### src/rtl/uart_tx_arbiter.sv
// Round-robin arbiter that shares one UART transmitter between NUM_REQ byte sources,
// holding the grant across multi-byte messages and dropping stale locks after a timeout.
module uart_tx_arbiter #(
  parameter int NUM_REQ      = 4,
  parameter int LOCK_TIMEOUT = 1_000_000
) (
  input  logic                 clk,
  input  logic                 rst,
  input  logic [NUM_REQ-1:0]   req,
  input  logic [8*NUM_REQ-1:0] req_data,
  input  logic [NUM_REQ-1:0]   req_last,
  output logic [NUM_REQ-1:0]   ack,
  output logic                 tx_send,
  output logic [7:0]           tx_data,
  input  logic                 tx_busy,
  output logic [2:0]           owner,
  output logic                 locked
);

  localparam logic [1:0] IDLE      = 2'd0;
  localparam logic [1:0] SEND      = 2'd1;
  localparam logic [1:0] WAIT_BUSY = 2'd2;
  localparam logic [1:0] WAIT_DONE = 2'd3;

  localparam int              CNT_W   = (LOCK_TIMEOUT > 1) ? $clog2(LOCK_TIMEOUT) : 1;
  localparam logic [CNT_W-1:0] CNT_MAX = CNT_W'(LOCK_TIMEOUT - 1);

  logic [1:0]         state;
  logic               last_q;
  logic [CNT_W-1:0]   idle_cnt;
  logic [NUM_REQ-1:0] eligible;
  logic               owner_req;
  logic               win_found;
  logic [2:0]         win_idx;
  logic [7:0]         win_data;
  logic               win_last;
  int                 rr_dist;
  int                 rr_best;

  // Winner is the eligible requester with the smallest upward distance from owner+1.
  // NOTE: every signal written here gets a default first so no latch is inferred.
  always_comb begin
    eligible  = '0;
    owner_req = 1'b0;
    win_idx   = owner;
    win_data  = 8'h00;
    win_last  = 1'b0;
    rr_dist   = 0;
    rr_best   = NUM_REQ;
    for (int i = 0; i < NUM_REQ; i++) begin
      eligible[i] = req[i] && (!locked || owner == 3'(i));
      if (owner == 3'(i)) owner_req = req[i];
      if (eligible[i]) begin
        rr_dist = (i + 2 * NUM_REQ - int'(owner) - 1) % NUM_REQ;
        if (rr_dist < rr_best) begin
          rr_best  = rr_dist;
          win_idx  = 3'(i);
          win_data = req_data[8*i +: 8];
          win_last = req_last[i];
        end
      end
    end
    win_found = |eligible;
  end

  // NOTE: tx_send and ack decode the state directly, so an async reset drops them at once.
  always_comb begin
    ack     = '0;
    tx_send = (state == SEND);
    for (int i = 0; i < NUM_REQ; i++) ack[i] = (state == SEND) && (owner == 3'(i));
  end

  // NOTE: all state below uses non-blocking assignments so every register samples pre-edge values.
  always_ff @(posedge clk or posedge rst) begin
    if (rst) begin
      state    <= IDLE;
      tx_data  <= 8'h00;
      owner    <= 3'(NUM_REQ - 1);
      locked   <= 1'b0;
      last_q   <= 1'b0;
      idle_cnt <= '0;
    end else begin
      idle_cnt <= '0;
      case (state)
        IDLE: begin
          if (locked && !owner_req) begin
            if (idle_cnt == CNT_MAX) locked <= 1'b0;
            else                     idle_cnt <= idle_cnt + CNT_W'(1);
          end
          if (!tx_busy && win_found) begin
            state   <= SEND;
            owner   <= win_idx;
            tx_data <= win_data;
            last_q  <= win_last;
          end
        end
        SEND:      state <= WAIT_BUSY;
        WAIT_BUSY: if (tx_busy) state <= WAIT_DONE;
        WAIT_DONE: begin
          if (!tx_busy) begin
            state  <= IDLE;
            locked <= !last_q;
          end
        end
        default:   state <= IDLE;
      endcase
    end
  end

endmodule

### config.mk
export PLATFORM = sky130hd
export DESIGN_NAME = uart_tx_arbiter
export DESIGN_NICKNAME = d
export VERILOG_FILES = /design/src/rtl/uart_tx_arbiter.sv
export SDC_FILE = /design/constraint.sdc
export NUM_CORES = 1
export LEC_CHECK = 0
export CAP_MARGIN = 25
export CORE_ASPECT_RATIO = 0.9
export CORE_MARGIN = 1
export CORE_UTILIZATION = 24
export DETAILED_ROUTE_END_ITERATION = 16
export HOLD_SLACK_MARGIN = 0.06
export PLACE_DENSITY = 0.41
export SLEW_MARGIN = 20
export SYNTH_ARGS = -nofsm -noshare
export SYNTH_HDL_FRONTEND = slang
export SYNTH_SLANG_ARGS = --single-unit
### constraint.sdc
create_clock -name clk -period 7.7 [get_ports clk]
set_input_delay 1.54 -clock clk [delete_from_list [all_inputs] [get_ports clk]]
set_output_delay 1.54 -clock clk [all_outputs]
set_load 0.005 [all_outputs]
==> metrics.cfg <==
[timing]
worst_slew_pin_slew_ns=0.906
finalSetupViolCount=0
max_slew_margin=0.393
fin_setup_tns_ns=0
skew_ns=0.00475
period_needed_ns=6.44
finalCritPeriodShare=0.836
drv_slew=0
rsz0062_at_grt=false
hold_violations=0
max_freq_mhz=155

[power]
peakVddDrop_v=0.0000791
combPwrFrac=0.078
switching_share=0.199
p_per_area_nw_per_um2=123
internal-power_mw=0.344
p_switching_mw=0.0851
clkPwrFrac=0.492
share_seq_of_total_power=0.429
p_leak_nw=1.49

[cells_and_area]
stdcell_count=477
area_growth_pct=33.9
fin_util=0.336
layout-drive-gt1-share=0.0891
diodes=0
layout.nets=412

[grt]
globalRoute.totalOverflow=0
antenna_found_initial=0
grt_usage=0.131
grt_max_degree=36
grt_first_pass_wirelength_mm=11.7
grt_pass1_vias=2240

[synthesis]
synth_fa_ha_area_frac=0.106
yosysTopAreaCell=dfrtp_1
ys_ff_latch=35
synthesis.area_sq_um=2610
synthCells=286
ys_async_sr_fraction=1.00
synthXorXnorAreaFrac=0.0605
syn_area_per_cell_sq_um=9.11
yosysWarningCount=0
synth-edff-count=0
yosys.area_share.simple=0.224
seq_area_frac_synth=0.337
synth_top_family_by_area=simple AND/OR/NAND/NOR gates
synth_area_leaders=dfrtp_1 32%, ha_1 11%, nor2_1 5.5%, xor2_1 3.4%, nand2_1 2.7%
synthMuxAreaShare=0.0168
synthDistinctLibCells=62
ys.flop_type=dfrtp_1
synth_compound_area_frac=0.217
synth_top_area_frac=0.317

[placement]
dp_hpwl_mm=5.28
dp.cells=469
portBuffers=59
gp_congestion=0.709

[detailed_routing]
vias_per_cell=4.71
ant_nets=0
drc=2
num_vias=2248
routed_wl_mm=6.97
first_iter_violations=66
wl_per_cell_um=14.6
drt-pass1-iter-count=10

[setup_path]
r2r_setup_slack_ns=1.49
r2r_end=last_q
r2r_cells=22
crit_path_end_kind=flip-flop
worstPathArrival_ns=6.62
required_ns=7.89
startpoint_type=input port
worstSetupPathType=input port to flip-flop
r2r_start=owner[0]
critical_path.max_fanout=11

[clock_tree]
clkTransAtPathRegs_ns=0.05
clock_latency_ns=0.28
cts.sinks=35
cts_buffers=5
cts_buffer_depth=2
htree_levels=2
cts_hold_buf=0
cts_setup_buffers=0
cts_tree=done
root_buffer=clkbuf_16
cts_resized=0

[floorplanning]
io_pins=60
die_h_um=101
num_rows=35
start_util=0.251
die_area_sq_um=11300
die_w_um=112
coreArea_sq_um=10400

[run_status]
status=finished with violations
violations=DRC

[run]
maxCapViolCount=0

[hold_path]
hold-path-cell-count=1
hold_end=idle_cnt[0]
hold_path.startpoint=idle_cnt[0]
min_path_type=flip-flop to flip-flop

## cell usage in the layout (no fill, tap or decap), types with 8 or more instances in the layout
| cell | synthesis | final |
|---|---|---|
| a22oi_1 | 9 | 9 |
| nand2_1 | 19 | 19 |
| o22ai_1 | 10 | 10 |
| xnor2_1 | 8 | 8 |
| ha_1 | 22 | 22 |
| inv_1 | 12 | 12 |
| xor2_1 | 10 | 10 |
| nor2_1 | 38 | 38 |
| clkdlybuf4s50_1 | 0 | 59 |
| dfrtp_1 | 33 | 33 |
| nand3_1 | 14 | 14 |
| a21oi_1 | 11 | 11 |
## worst max-delay path by stage
| stage | to | slack [ns] | from | cells past startpoint |
|---|---|---|---|---|
| after floorplan | last_q | 2.03 | owner[0] | 25 |
| after global placement | last_q | 1.13 | req[0] | 19 |
| after detailed placement | last_q | 0.99 | req[0] | 19 |
| after CTS | last_q | 1.25 | req[0] | 19 |
| after global routing | last_q | 0.87 | req[0] | 19 |
| final | last_q | 1.26 | req[0] | 19 |
## Yosys cell counts, types with 2 or more instances
cell type	number
nor3b_1	2
a221oi_1	7
xnor2_1	8
or3b_1	2
a21o_1	2
clkbuf_1	6
o21ai_0	7
nor2b_1	3
dfstp_2	2
o22ai_1	10
a21oi_1	11
nand2b_1	6
or3_1	2
nor2_1	38
a221oi_2	2
conb_1	2
mux2_2	3
xor2_1	10
buf_2	2
ha_1	22
a211o_1	2
nand4_1	2
and3_1	3
nand3_1	14
or2_2	3
a31oi_1	2
and2_1	4
inv_1	12
nor3_1	6
dfrtp_1	33
nand2_1	19
a22oi_1	9
## sequential cells by signal, summed over array words and instances, names as in the netlist
signal    cells
state         2
last_q        1
idle_cnt     20
locked        1
tx_data       8
owner         3
## power groups by stage
| stage | Combinational (mW) | Clock (mW) | Sequential (mW) |
|---|---|---|---|
| 4_1_cts | 0.0339 | 0.218 | 0.184 |
| 5_1_grt | 0.0366 | 0.228 | 0.184 |
| 2_1_floorplan | 0.00875 | 0 | 0.187 |
| 3_5_place_dp | 0.0338 | 0 | 0.187 |
| 6_report | 0.0336 | 0.211 | 0.184 |
| 3_3_place_gp | 0.0341 | 0 | 0.187 |
## metrics by stage
stage | power [mW] | hold WS (ns) | area, sq um | setup slack, ns
2_1_floorplan | 0.196 | 0.455 | 2620 | 2.03
3_3_place_gp | 0.221 | 0.487 | 3330 | 1.13
3_5_place_dp | 0.221 | 0.485 | 3330 | 0.987
4_1_cts | 0.436 | 0.492 | 3490 | 1.25
5_1_grt | 0.448 | 0.514 | 3490 | 0.871
6_report | 0.429 | 0.486 | 3490 | 1.26
## worst max-delay path: stages
cell	delay [ns]
clkdlybuf4s50_1	0.55
and2_0	0.42
nand2_1	0.15
ha_1	0.34
nor3b_1	0.15
nand4_1	0.08
a31oi_1	0.16
or2_2	0.36
ha_1	0.30
a211o_1	0.26
o21ai_0	0.29
o211ai_4	0.21
mux2_2	0.31
ha_1	0.29
nand2_1	0.06
o211a_1	0.22
a21boi_2	0.53
a221oi_1	0.18
o22ai_1	0.21
## area by class of cell
| class | count | area (sq um) |
|---|---|---|
| Clock buffer | 8 | 156 |
| Fill cell | 1054 | 6890 |
| Inverter | 12 | 45.0 |
| Multi-Input combinational cell | 232 | 1640 |
| Sequential cell | 35 | 878 |
| Tap cell | 129 | 161 |
| Timing Repair Buffer | 61 | 606 |
## metal layers
layer / track usage / part of all wire / up-vias
met1: 0.191 / 0.53 / 1038
met3: 0.0343 / 0.061 / 5
met2: 0.189 / 0.41 / 65
met5: 0 / 0 / -
li1: - / - / 1140
met4: 0.0312 / 0.0063 / 0
## logic make-up after synthesis
family                   count (synthesis)
AO/OA/AOI/OAI                           69
XOR/XNOR                                18
adder cells (fa/ha/maj)                 22
buffers and inverters                   22
flip-flops                              35
multiplexers                             4
other                                    2
AND/OR/NAND/NOR                        114
(Power assumes the default switching activity.)
